`src/rtl/decoder_nto2n_seq_pkg.sv`:
```
// Shared definitions for the registered N-to-2^N decoder: FSM state and mode encodings.
package decoder_nto2n_seq_pkg;

    typedef enum logic [1:0] {
        ST_IDLE  = 2'd0,
        ST_HOLD  = 2'd1,
        ST_PULSE = 2'd2
    } state_e;

    localparam logic MODE_HOLD  = 1'b0;
    localparam logic MODE_PULSE = 1'b1;

endpackage

```
`src/rtl/decoder_nto2n_seq_pulse_timer.sv`:
```
// Down-counter that times a one-shot pulse.
// Ports:
//   clk, rst_n  clock, asynchronous active-low reset
//   load        load the counter with value (0 is loaded as 1)
//   value       pulse length in cycles
//   done        high while the counter holds 1 (the pulse's final cycle)
module decoder_nto2n_seq_pulse_timer #(
    parameter int unsigned PULSE_W = 4
) (
    input  logic               clk,
    input  logic               rst_n,
    input  logic               load,
    input  logic [PULSE_W-1:0] value,
    output logic               done
);

    logic [PULSE_W-1:0] cnt;

    // Counter stops at zero once the pulse has expired.
    always_ff @(posedge clk or negedge rst_n) begin
        if (!rst_n) begin
            cnt <= '0;
        end else if (load) begin
            cnt <= (value == '0) ? PULSE_W'(1) : value;
        end else if (cnt != '0) begin
            cnt <= cnt - PULSE_W'(1);
        end
    end

    assign done = (cnt == PULSE_W'(1));

endmodule

```
`src/rtl/decoder_nto2n_seq.sv`:
```
// Registered binary-to-one-hot decoder with valid/ready input, enable,
// HOLD (level) or PULSE (timed one-shot) output mode and an out-of-range flag.
// Ports:
//   clk, rst_n  clock, asynchronous active-low reset
//   in_valid    request valid
//   in_ready    request can be accepted (low only while a pulse runs)
//   sel         index to decode
//   en          1: drive the decoded line; 0: an accepted request clears y
//   mode        0: HOLD, 1: PULSE
//   pulse_len   pulse length in cycles (0 behaves as 1)
//   y           registered one-hot or zero output
//   out_valid   registered, equals (y != 0)
//   err         one-cycle flag for an accepted sel >= OUT_N
module decoder_nto2n_seq
    import decoder_nto2n_seq_pkg::*;
#(
    parameter int unsigned SEL_W   = 2,
    parameter int unsigned OUT_N   = 4,
    parameter int unsigned PULSE_W = 4
) (
    input  logic               clk,
    input  logic               rst_n,
    input  logic               in_valid,
    output logic               in_ready,
    input  logic [SEL_W-1:0]   sel,
    input  logic               en,
    input  logic               mode,
    input  logic [PULSE_W-1:0] pulse_len,
    output logic [OUT_N-1:0]   y,
    output logic               out_valid,
    output logic               err
);

    state_e           state;
    state_e           state_nxt;
    logic [OUT_N-1:0] y_nxt;
    logic             err_nxt;
    logic             load;
    logic             done;
    logic             accept;
    logic             out_of_range;
    logic [OUT_N-1:0] onehot;

    assign in_ready = (state != ST_PULSE);
    assign accept   = in_valid & in_ready;

    // Compare one bit wider so OUT_N == 2**SEL_W does not wrap to zero.
    assign out_of_range = ({1'b0, sel} >= (SEL_W + 1)'(OUT_N));
    assign onehot       = OUT_N'(1) << sel;

    decoder_nto2n_seq_pulse_timer #(
        .PULSE_W (PULSE_W)
    ) u_timer (
        .clk   (clk),
        .rst_n (rst_n),
        .load  (load),
        .value (pulse_len),
        .done  (done)
    );

    // State and output registers.
    always_ff @(posedge clk or negedge rst_n) begin
        if (!rst_n) begin
            state     <= ST_IDLE;
            y         <= '0;
            out_valid <= 1'b0;
            err       <= 1'b0;
        end else begin
            state     <= state_nxt;
            y         <= y_nxt;
            out_valid <= (y_nxt != '0);
            err       <= err_nxt;
        end
    end

    // Next-state and next-output logic.
    always_comb begin
        state_nxt = state;
        y_nxt     = y;
        err_nxt   = 1'b0;
        load      = 1'b0;
        case (state)
            ST_IDLE, ST_HOLD: begin
                if (accept) begin
                    if (out_of_range) begin
                        // Bad index leaves the current output untouched.
                        err_nxt = 1'b1;
                    end else if (!en) begin
                        y_nxt     = '0;
                        state_nxt = ST_IDLE;
                    end else if (mode == MODE_HOLD) begin
                        y_nxt     = onehot;
                        state_nxt = ST_HOLD;
                    end else begin
                        y_nxt     = onehot;
                        state_nxt = ST_PULSE;
                        load      = 1'b1;
                    end
                end
            end
            ST_PULSE: begin
                if (done) begin
                    y_nxt     = '0;
                    state_nxt = ST_IDLE;
                end
            end
            default: begin
                y_nxt     = '0;
                state_nxt = ST_IDLE;
            end
        endcase
    end

endmodule

```
`config.mk`:
```
export PLATFORM = sky130hd
export DESIGN_NAME = decoder_nto2n_seq
export DESIGN_NICKNAME = d
export VERILOG_FILES = /design/src/rtl/decoder_nto2n_seq_pkg.sv /design/src/rtl/decoder_nto2n_seq_pulse_timer.sv /design/src/rtl/decoder_nto2n_seq.sv
export SDC_FILE = /design/constraint.sdc
export NUM_CORES = 1
export LEC_CHECK = 0
export BUFFER_PORTS_ARGS = -buffer_cell sky130_fd_sc_hd__buf_2
export CORE_AREA = 2 2 39 41
export CTS_CLUSTER_SIZE = 14
export DETAILED_ROUTE_END_ITERATION = 12
export DIE_AREA = 0 0 41 43
export PLACE_DENSITY = 0.71
export SLEW_MARGIN = 25
export SYNTH_ARGS = -nofsm -noshare
export SYNTH_HDL_FRONTEND = slang
export SYNTH_SLANG_ARGS = --single-unit
```
`constraint.sdc`:
```
create_clock -name clk -period 1.6 [get_ports clk]
set_input_delay 0 -clock clk [delete_from_list [all_inputs] [get_ports clk]]
set_output_delay 0 -clock clk [all_outputs]
set_load 0.03 [all_outputs]
```
==> results.yml <==
run_status:
  status: "finished clean"
worst_setup_path:
  worst-path-buf-inv: 1
  critPathLaunchType: "flip-flop"
  slowest_delay_ns: 0.39
  reg2reg_depth: 5
  criticalPathCategory: "flip-flop to flip-flop"
  crit_chain: "inv_2, ha_1, or3b_4, o2bb2ai_2, a22o_1"
  critPathMaxFanout: 5
  crit_family: "flip-flops"
  worstPathRequired_ns: 1.77
  cp.depth: 5
  arrival_ns: 1.69
  end_kind: "flip-flop"
  cpMaxStageDelayCell: "dfrtp_1"
timing:
  fin_crit_ns: 1.52
  hold_viol: 0
  report.final.slew_viol_count: 0
  setup_viol: 0
  setup_tns_ns: 0
  finalCritPeriodShare_pct: 95.1
  timing.final.ws_setup_ns: 0.0786
  rsz0062_at_grt: "no"
  clock-skew-final_ns: 0.00230
  fmax_mhz: 657
floorplan:
  start_util_pct: 42.7
  io_pins: 18
  die_y_um: 43
  die_w_um: 41
  dieArea_mm2: 0.00176
  coreArea_mm2: 0.00138
  rows: 14
placed_design:
  port_buffers: 16
  postPlaceCellArea_um2: 683
  gp_congestion: 0.745
  hpwl_um: 824
  placed_cells: 85
  post-place-ws_ns: 0.0641
power:
  p_leak_nw: 0.386
  p_per_area_mw_per_mm2: 1610
  vdd_drop_max_v: 0.000727
  power.total_mw: 1.24
global_route:
  antenna_found_initial: 0
  grt_max_degree: 12
  grt_pass1_wl_um: 1930
  grt_overflow_total: 0
  grt_usage_pct: 18.0
  first_global_vias: 449
routing:
  ant_nets: 0
  finalWirelength_um: 1260
  drt-pass1-iter-count: 1
  wire_per_inst_um: 13.3
  viasPerCell: 5.09
  route.detailed.drc: 0
  first_iter_violations: 0
  vias: 484
layout:
  design_area_um2: 769
  multi_input_area_um2: 297
  drive_gt1_share_pct: 30.4
  nFillCells: 123
  layout_common_cells: "16 x buf_2, 11 x dfrtp_1, 6 x dlygate4sd3_1"
  diodes: 0
  final_common_cell: "buf_2"
  finalNetCount: 94
  fin_cells: 95
  syn_to_final_growth_pct: 30.3
  seqCellArea_um2: 275
clocking:
  cts_tree: "done"
  cts_max_level: 1
  cts.path.max_buffers: 2
  clk_latency_ns: 0.27
  post_cts_buffers: 0
  root_buffer: "clkbuf_4"
  clkTransAtPathRegs_ns: 0.07
  cts.sinks: 11
  cts_buffers: 3
synthesis:
  synth_top_area_share_pct: 46.6
  avgSynthCellArea_um2: 10.9
  syn_inst: 54
  ys_top_cells_by_area: "dfrtp_1 47%, ha_1 6.4%, mux2i_1 3.4%, nor3_1 3.4%, xnor2_1 3.0%"
  syn_nets: 68
  syn_area_um2: 591
  synth-seq-cells: 11
  yosysTopAreaCell: "dfrtp_1"
  ys_types: 26
  ys_seq_area_share_pct: 46.6
  synth_warnings: 0
worst_hold_path:
  min_path_cells: 3
  min_path_type: "primary input to flip-flop"
job:
  cap_violations: 0
## tightest hold or removal path: cells and delay by family
family / cells / cell delay [ns]
AO/OA/AOI/OAI: 1 / 0.07
buffers and inverters: 1 / 0.08
AND/OR/NAND/NOR: 1 / 0.09
## where the power goes
part | internal [mW] | switching [mW] | total (mW)
Combinational | 0.267 | 0.307 | 0.574
Sequential | 0.378 | 0.0908 | 0.469
Clock | 0.0967 | 0.0994 | 0.196
Total | 0.742 | 0.497 | 1.24
## sequential cells by signal, summed over array words and instances (netlist names)
name and cells:
out_valid 1, state 2, u_timer.cnt 4, y 4
## synthesized netlist by cell type, drive strengths merged
master / count
dfrtp: 11
nor2: 4
nor3: 4
a21oi: 3
ha: 3
inv: 3
nand2: 3
a21o: 2
mux2: 2
mux2i: 2
nand3b: 2
o2bb2ai: 2
xnor2: 2
a22o: 1
a32o: 1
and3b: 1
buf: 1
conb: 1
nand2b: 1
nand4b: 1
nor2b: 1
nor3b: 1
or3b: 1
or4: 1
## repair_timing
action | 4_1_cts | 5_1_grt
endpoints found under the setup margin | 0 | 2
resized for setup | 0 | 1
hold buffers | 6 | 0
hold endpoints to repair | 17 | 0
## path summary, 6_finish.rpt
check | from | endpoint | slack, ns
setup / recovery | u_timer.cnt[1]$_DFFE_PN0P_ | y[2]$_DFF_PN0_ | 0.08
hold / removal | mode | state[0]$_DFFE_PN0P_ | 0.01
setup reg to reg | u_timer.cnt[1]$_DFFE_PN0P_ | y[2]$_DFF_PN0_ | 0.08
hold reg to reg | y[0]$_DFF_PN0_ | y[0]$_DFF_PN0_ | 0.52
max in group asynchronous | rst_n | y[0]$_DFF_PN0_ | 1.29
min in group asynchronous | rst_n | state[1]$_DFFE_PN0P_ | 0.11
## stage by stage
stage	hold WS, ns	utilization, %
detailed placement	-0.119	49.4
CTS	0.00906	55.6
finish	0.0115	55.6
global route	0.0126	55.6
global placement	-0.122	49.4
floorplan	-0.296	-
## cell type report
cell class,instances,share of cell area [%]
inverters,3,1.46
well taps,16,2.60
multi-input cells,39,38.5
clock buffers,4,3.41
flip-flops and latches,11,35.8
repair buffers,22,18.2
## cells by family after synthesis
group	synth area share (%)
simple gates	20.8
xor+xnor	2.97
compound gates	12.3
flops	46.6
other cells	0.635
fa+ha+maj	6.36
buf+inv	3.18
mux	7.20
## metal layers
| layer | part of all wire, % | up-vias | GRT usage [%] |
|---|---|---|---|
| met2 | 49 | 14 | 26.9 |
| met3 | 4.6 | 5 | 4.71 |
| li1 | - | 240 | - |
| met4 | 2.9 | 0 | 12.0 |
| met5 | 0 | - | 0 |
| met1 | 44 | 225 | 21.5 |
No activity file was read; power rests on OpenSTA's default activity.
